<file path="src/rtl/secure_decryption_module_if.sv">
// Valid/ready word stream between the ciphertext link, the decryptor and the consumer.
interface secure_decryption_module_if #(
    parameter int N = 8
);
    logic         valid;
    logic         ready;
    logic [N-1:0] data;

    modport master (output valid, output data, input  ready);
    modport slave  (input  valid, input  data, output ready);
endinterface

</file>
<file path="src/rtl/secure_decryption_module.sv">
// Streaming decryptor: plain = cipher ^ key, with FSM-controlled rekeying and a word counter.
// Optional rolling key (rotate left after each accepted word) when DECRYPT_ROLL_EN is defined.
module secure_decryption_module #(
    parameter int N     = 8,
    parameter int CNT_W = 16
) (
    input  logic                 i_clk,
    input  logic                 i_rst_n,
    input  logic                 i_key_load,
    input  logic [N-1:0]         i_key_in,
    output logic                 o_key_valid,
    output logic [CNT_W-1:0]     o_word_count,
    secure_decryption_module_if.slave  s_if,
    secure_decryption_module_if.master m_if
);

    typedef enum logic [1:0] {
        S_NOKEY = 2'd0,
        S_RUN   = 2'd1,
        S_DRAIN = 2'd2
    } state_t;

    state_t           r_state;
    logic [N-1:0]     r_key;
    logic [N-1:0]     r_pend;
    logic [N-1:0]     r_m_data;
    logic             r_m_valid;
    logic             r_key_valid;
    logic [CNT_W-1:0] r_cnt;

    logic             w_s_ready;
    logic             w_accept;
    logic             w_hs;
    logic [N-1:0]     w_key_adv;
    logic [N-1:0]     w_pend_nxt;

    assign w_s_ready  = (r_state == S_RUN) && (!r_m_valid || m_if.ready);
    assign w_accept   = s_if.valid && w_s_ready;
    assign w_hs       = r_m_valid && m_if.ready;
    // In S_DRAIN a fresh request overrides the captured one, even on the exit cycle.
    assign w_pend_nxt = i_key_load ? i_key_in : r_pend;

`ifdef DECRYPT_ROLL_EN
    assign w_key_adv = {r_key[N-2:0], r_key[N-1]};
`else
    assign w_key_adv = r_key;
`endif

    // Later assignments in this block override the datapath updates: a key load beats the
    // rotate, and a counter clear beats the increment of a word accepted in the same cycle.
    always_ff @(posedge i_clk) begin
        if (!i_rst_n) begin
            r_state     <= S_NOKEY;
            r_key       <= '0;
            r_pend      <= '0;
            r_m_data    <= '0;
            r_m_valid   <= 1'b0;
            r_key_valid <= 1'b0;
            r_cnt       <= '0;
        end else begin
            if (w_accept) begin
                r_m_data  <= s_if.data ^ r_key;
                r_m_valid <= 1'b1;
                r_cnt     <= r_cnt + CNT_W'(1);
                r_key     <= w_key_adv;
            end else if (m_if.ready) begin
                r_m_valid <= 1'b0;
            end

            case (r_state)
                S_NOKEY: begin
                    if (i_key_load) begin
                        r_key       <= i_key_in;
                        r_cnt       <= '0;
                        r_key_valid <= 1'b1;
                        r_state     <= S_RUN;
                    end
                end
                S_RUN: begin
                    if (i_key_load) begin
                        if (r_m_valid) begin
                            r_pend  <= i_key_in;
                            r_state <= S_DRAIN;
                        end else begin
                            r_key <= i_key_in;
                            r_cnt <= '0;
                        end
                    end
                end
                S_DRAIN: begin
                    r_pend <= w_pend_nxt;
                    if (!r_m_valid || w_hs) begin
                        r_key   <= w_pend_nxt;
                        r_cnt   <= '0;
                        r_state <= S_RUN;
                    end
                end
                default: begin
                    r_state     <= S_NOKEY;
                    r_key_valid <= 1'b0;
                end
            endcase
        end
    end

    assign s_if.ready   = w_s_ready;
    assign m_if.valid   = r_m_valid;
    assign m_if.data    = r_m_data;
    assign o_key_valid  = r_key_valid;
    assign o_word_count = r_cnt;

endmodule

</file>
<file path="src/flat_wrapper.sv">
// flat-port wrapper written by rule: the top's interface ports become plain ports
module secure_decryption_module_flat 
#(
    parameter int N     = 8,
    parameter int CNT_W = 16
)
  (i_clk, i_rst_n, i_key_load, i_key_in, o_key_valid, o_word_count, s_if_valid, s_if_data, s_if_ready, m_if_valid, m_if_data, m_if_ready);
  secure_decryption_module_if #(.N(N)) s_if_i ();
  secure_decryption_module_if #(.N(N)) m_if_i ();
  input  logic i_clk;
  input  logic i_rst_n;
  input  logic i_key_load;
  input  logic [N-1:0] i_key_in;
  output logic o_key_valid;
  output logic [CNT_W-1:0] o_word_count;
  input wire logic [$bits(s_if_i.valid)-1:0] s_if_valid;
  input wire logic [$bits(s_if_i.data)-1:0] s_if_data;
  output wire logic [$bits(s_if_i.ready)-1:0] s_if_ready;
  output wire logic [$bits(m_if_i.valid)-1:0] m_if_valid;
  output wire logic [$bits(m_if_i.data)-1:0] m_if_data;
  input wire logic [$bits(m_if_i.ready)-1:0] m_if_ready;
  assign s_if_i.valid = s_if_valid;
  assign s_if_i.data = s_if_data;
  assign s_if_ready = s_if_i.ready;
  assign m_if_valid = m_if_i.valid;
  assign m_if_data = m_if_i.data;
  assign m_if_i.ready = m_if_ready;
  secure_decryption_module #(.N(N), .CNT_W(CNT_W)) u_core (.i_clk(i_clk), .i_rst_n(i_rst_n), .i_key_load(i_key_load), .i_key_in(i_key_in), .o_key_valid(o_key_valid), .o_word_count(o_word_count), .s_if(s_if_i), .m_if(m_if_i));
endmodule
</file>
<file path="config.mk">
export PLATFORM = sky130hd
export DESIGN_NAME = secure_decryption_module_flat
export DESIGN_NICKNAME = d
export VERILOG_FILES = /design/src/rtl/secure_decryption_module_if.sv /design/src/rtl/secure_decryption_module.sv /design/src/flat_wrapper.sv
export SDC_FILE = /design/constraint.sdc
export NUM_CORES = 1
export LEC_CHECK = 0
export BUFFER_PORTS_ARGS = -buffer_cell sky130_fd_sc_hd__buf_2
export CAP_MARGIN = 40
export CORE_MARGIN = 2
export CORE_UTILIZATION = 30
export CTS_BUF_LIST = sky130_fd_sc_hd__clkbuf_8
export CTS_CLUSTER_DIAMETER = 50
export CTS_CLUSTER_SIZE = 12
export DETAILED_ROUTE_END_ITERATION = 7
export GPL_ROUTABILITY_DRIVEN = 0
export PLACE_DENSITY_LB_ADDON = 0.15
export SYNTH_ARGS = -nofsm -noshare
export SYNTH_HDL_FRONTEND = slang
export SYNTH_SLANG_ARGS = --single-unit
</file>
<file path="constraint.sdc">
create_clock -name i_clk -period 5 [get_ports i_clk]
set_input_delay 1 -clock i_clk [delete_from_list [all_inputs] [get_ports i_clk]]
set_output_delay 1 -clock i_clk [all_outputs]
set_load 0.05 [all_outputs]
</file>
# After elaboration in Yosys (flattened, before gate mapping)
# Index checks and enable logic that the tools add are counted.
# Widths: inputs -> output; s select.
[op_classes]
add_sub_neg = 1
eq_ne = 7
mux = 24
n_bitwise = 2
n_reduce_logical = 15
[ops]
columns = ["op", "n"]
rows = [
  ["$mux 16", 5],
  ["$mux 8", 7],
  ["$pmux 16 s3", 1],
  ["$pmux 8 s3", 1],
  ["$add 16x1->16 const B", 1],
  ["$pmux 8 s2", 1],
  ["$mux 2", 4],
  ["$xor 8x8->8", 1],
  ["$ne 2x2->1 const B", 3],
  ["$pmux 2 s3", 1],
  ["$reduce_and 5->1", 1],
  ["$ne 2x1->1 const B", 2],
  ["$reduce_and 4->1", 1],
  ["$reduce_bool 2->1", 2],
  ["$logic_and 1x1->1", 3],
  ["$mux 1", 3],
  ["$reduce_and 3->1", 1],
  ["$reduce_bool 3->1", 1],
  ["$eq 2x1->1 const B", 1],
  ["$eq 2x2->1 const B", 1],
  ["$logic_not 2->1", 1],
  ["$logic_or 1x1->1", 2],
  ["$pmux 1 s2", 1],
  ["$reduce_and 2->1", 1],
  ["3 further kinds", 3],
]
[totals]
regBits = 44
inputBits = 21
wordCells = 56

# Logic depth before layout (Yosys ltp)
[logic_depth]
depth_word = 8
mapped_depth = 9

# Worst setup path after synthesis
# No wires, ideal clock.
[synth_path]
kind = "input -> output"
startpoint = "input m_if_ready"
endpoint = "output s_if_ready"
arrival_ns = 1.890
setup_slack_ns = 2.110
path_stages = 3
path_buffers = 1
path_cell_list = "nor2b_4 buf_2 nor2b_1"
[synth_via]
elab_chain_cells = 2
[synth_lines]
columns = ["element", "line_no", "text"]
rows = [
  ["start, declared", "flat_wrapper.sv:21", "input wire logic [$bits(m_if_i.ready)-1:0] m_if_ready;"],
  ["$logic_or 1x1->1", "secure_decryption_module.sv:37", "assign w_s_ready = (r_state == S_RUN) && (!r_m_valid || m_if.ready);"],
  ["$logic_and 1x1->1", "secure_decryption_module.sv:37", ""],
  ["end, declared", "flat_wrapper.sv:18", "output wire logic [$bits(s_if_i.ready)-1:0] s_if_ready;"],
]
# Every way passes these cells.

# Final worst setup path
# Ends and elaborated chain as after synthesis.

==> flow_summary.json <==
{
  "synth_nets": 266,
  "vias": 1836,
  "wl_per_cell_um": 13.2,
  "yosysWarnings": 0,
  "die_area_mm2": 0.00791,
  "clk_pin_slew_ps": 80,
  "status": "finished clean",
  "cp-end-kind": "primary output",
  "critPathTopFamily": "simple AND/OR/NAND/NOR gates",
  "setup_ws_ps": 2310,
  "initial_utilization_pct": 31.4,
  "startpoint": "m_if_ready",
  "slew_violations": 0,
  "rsz0062_at_grt": "false",
  "hold_depth": 2,
  "portBuffers": 47,
  "synth_edf_count": 0,
  "area_growth_syn_to_layout_pct": 19.9,
  "die_h_um": 89.0,
  "cp.arrival_ps": 1690,
  "layout-drive-gt1-share_pct": 24.3,
  "r2r_cells": 6,
  "worstMarginPinSlew_ps": 655,
  "synthArstFlopShare_pct": 0,
  "p_switching_uw": 283,
  "cts_root_buf": "clkbuf_8",
  "synth_cell_types": 42,
  "ctsResizeCount": 0,
  "netlist_instances": 239,
  "p_leak_uw": 0.00123,
  "yosys_most_used_dff": "dfxtp_1",
  "cts_sinks": 44,
  "h-tree-depth": 2,
  "overflow": 0,
  "switching_share_pct": 31.9,
  "cts_made_buffers": 5,
  "internal_power_uw": 605,
  "drv_cap": 0,
  "clkLatencyLatePin_ps": 300,
  "synth_area_mm2": 0.00217,
  "clockBufferDepth": 2,
  "track_usage_pct": 13.9,
  "cp.depth": 4,
  "grt_pass1_vias": 1812,
  "grt_pass1_wl_um": 8590,
  "setup_viol": 0,
  "crit_type": "in2out",
  "setup-tns-final_ps": 0,
  "powerDensity_mw_per_mm2": 342,
  "path_buf_inv": 2,
  "relSlewSlack_pct": 56.2,
  "drt_iter0_drc": 75,
  "hold_buffers": 0,
  "seq_power_share_pct": 45.0,
  "p_clk_share_pct": 33.3,
  "finalCriticalPeriod_ps": 2690,
  "required_ps": 4000,
  "drc": 0,
  "antenna_left": 0,
  "fin_worst_skew_ps": 8.77,
  "ys_ff_latch": 44,
  "firstDrtPassIters": 5,
  "hold_viol_final": 0,
  "worst_path_max_delay_cell": "nor2b_4",
  "path_max_fanout": 13,
  "fin_crit_sh_pct": 53.8,
  "crit_chain": "buf_2, nor2b_4, nor2b_1, buf_2",
  "grt_max_degree": 33,
  "hpwl_um": 3520,
  "min_from": "u_core.r_pend[1]",
  "diodes": 0,
  "num_io_pins": 48,
  "cp_common_cell": "buf_2",
  "worst_setup_path_start_kind": "input pin",
  "yosysSeqAreaShare_pct": 40.7,
  "post_cts_buffers": 0,
  "hold_class": "reg2reg",
  "fin_nets": 310,
  "core_mm2": 0.00691,
  "fmax_mhz": 372,
  "fin_hold_ws_ps": 473,
  "die_x_um": 89.0,
  "rows": 30,
  "pre_cts_ws_ps": 2310,
  "syn-mean-instance-area_um2": 9.06,
  "wirelength_um": 5000,
  "p_comb_share_pct": 21.8,
  "r2r_start": "u_core.r_state[1]",
  "antenna_found_initial": 0,
  "ir_drop_uv": 151,
  "tritoncts": "yes",
  "post_drt_via_cell_ratio": 4.83,
  "worst_path_largest_cell_delay_ps": 260,
  "p_total_uw": 889
}
==> cells by family (layout without fill, tap and decap cells) <==
logic type / Yosys count / in the layout / synth area share [%]
buffers and inverters: 20 / 65 / 4.16
multiplexers: 9 / 9 / 4.22
AO/OA/AOI/OAI: 54 / 54 / 19.0
AND/OR/NAND/NOR: 92 / 92 / 22.8
adder cells (fa/ha/maj): 6 / 6 / 3.47
XOR/XNOR: 14 / 14 / 5.66
flip-flops: 44 / 44 / 40.7
==> worst min-delay path, delay by kind of cell, from the launching register on <==
family	cells	cell delay, ps
AOI/OAI and AO/OA	1	60
and+or+nand+nor	1	50
DFF	1	320
==> metrics by stage <==
step | instance area, µm² | cells | utilization, %
3_3_place_gp | 2460 | 370 | 35.6
2_1_floorplan | 2170 | 239 | -
4_1_cts | 2600 | 380 | 37.6
5_1_grt | 2600 | 380 | 37.6
6_report | 2600 | 380 | 37.6
3_5_place_dp | 2480 | 372 | 35.9
==> routing by layer <==
layer	routed length, µm	global-route usage (%)	vias up
met3	271	3.79	6
met1	2420	18.0	849
li1	-	-	939
met4	70	4.88	0
met2	2230	22.2	42
met5	0	0	-
==> final cells by class <==
class                           instances  area, µm²
Multi-Input combinational cell        175       1190
Clock inverter                          2       38.8
Sequential cell                        44        881
Inverter                                8       30.0
Timing Repair Buffer                   49        250
Tap cell                               96        120
Clock buffer                            6       82.6
Fill cell                             745       4310
==> cells in the mapped netlist, drive strengths merged, types with 2 or more instances <==
cell type,count,area [µm²]
a21boi,9,67.6
mux2i,8,80.1
nand4,4,46.3
ha,6,75.1
or4,5,37.5
nand2,35,139
o21ai,8,40.0
inv,8,30.0
buf,5,33.8
o211a,17,170
nand3,13,65.1
o221a,2,22.5
nor4,4,25.0
dfxtp,44,881
clkbuf,7,26.3
nor2b,4,32.5
o31ai,4,30.0
or3,5,38.8
a21oi,10,50.1
nor2,14,52.6
xnor2,14,123
==> flip-flops by register name, indices dropped and copies added (netlist names) <==
signal               cells
u_core.o_key_valid       1
u_core.r_state           2
u_core.o_word_count     16
u_core.m_if.data         8
u_core.r_pend            8
u_core.r_key             8
u_core.m_if.valid        1
==> placed cells by master, fill, tap and decap left out, drive strengths merged, types with 2 or more instances in the layout <==
cell	n
or3	5
a21oi	10
inv	8
a21boi	9
nand2	35
mux2i	8
nor2	14
or4	5
xnor2	14
o21ai	8
nand3	13
clkbuf	6
ha	6
buf	49
nor2b	4
nor4	4
nand4	4
dfxtp	44
o31ai	4
o221a	2
o211a	17
==> power groups by stage <==
| stage | registers (µW) | logic (µW) | clock network (µW) |
|---|---|---|---|
| 6_report | 400 | 193 | 295 |
| 5_1_grt | 405 | 212 | 319 |
| 4_1_cts | 400 | 195 | 310 |
| 3_5_place_dp | 408 | 195 | 0 |
| 3_3_place_gp | 408 | 191 | 0 |
| 2_1_floorplan | 451 | 102 | 0 |
==> path summary, 6_finish.rpt <==
kind	end	slack [ps]
worst min-delay path	u_core.r_pend[1]	470
worst max-delay path	s_if_ready	2310
worst max register to register	u_core.o_word_count[15]	2840
worst min register to register	u_core.r_pend[1]	470
Power figures use the tool's default switching activity.
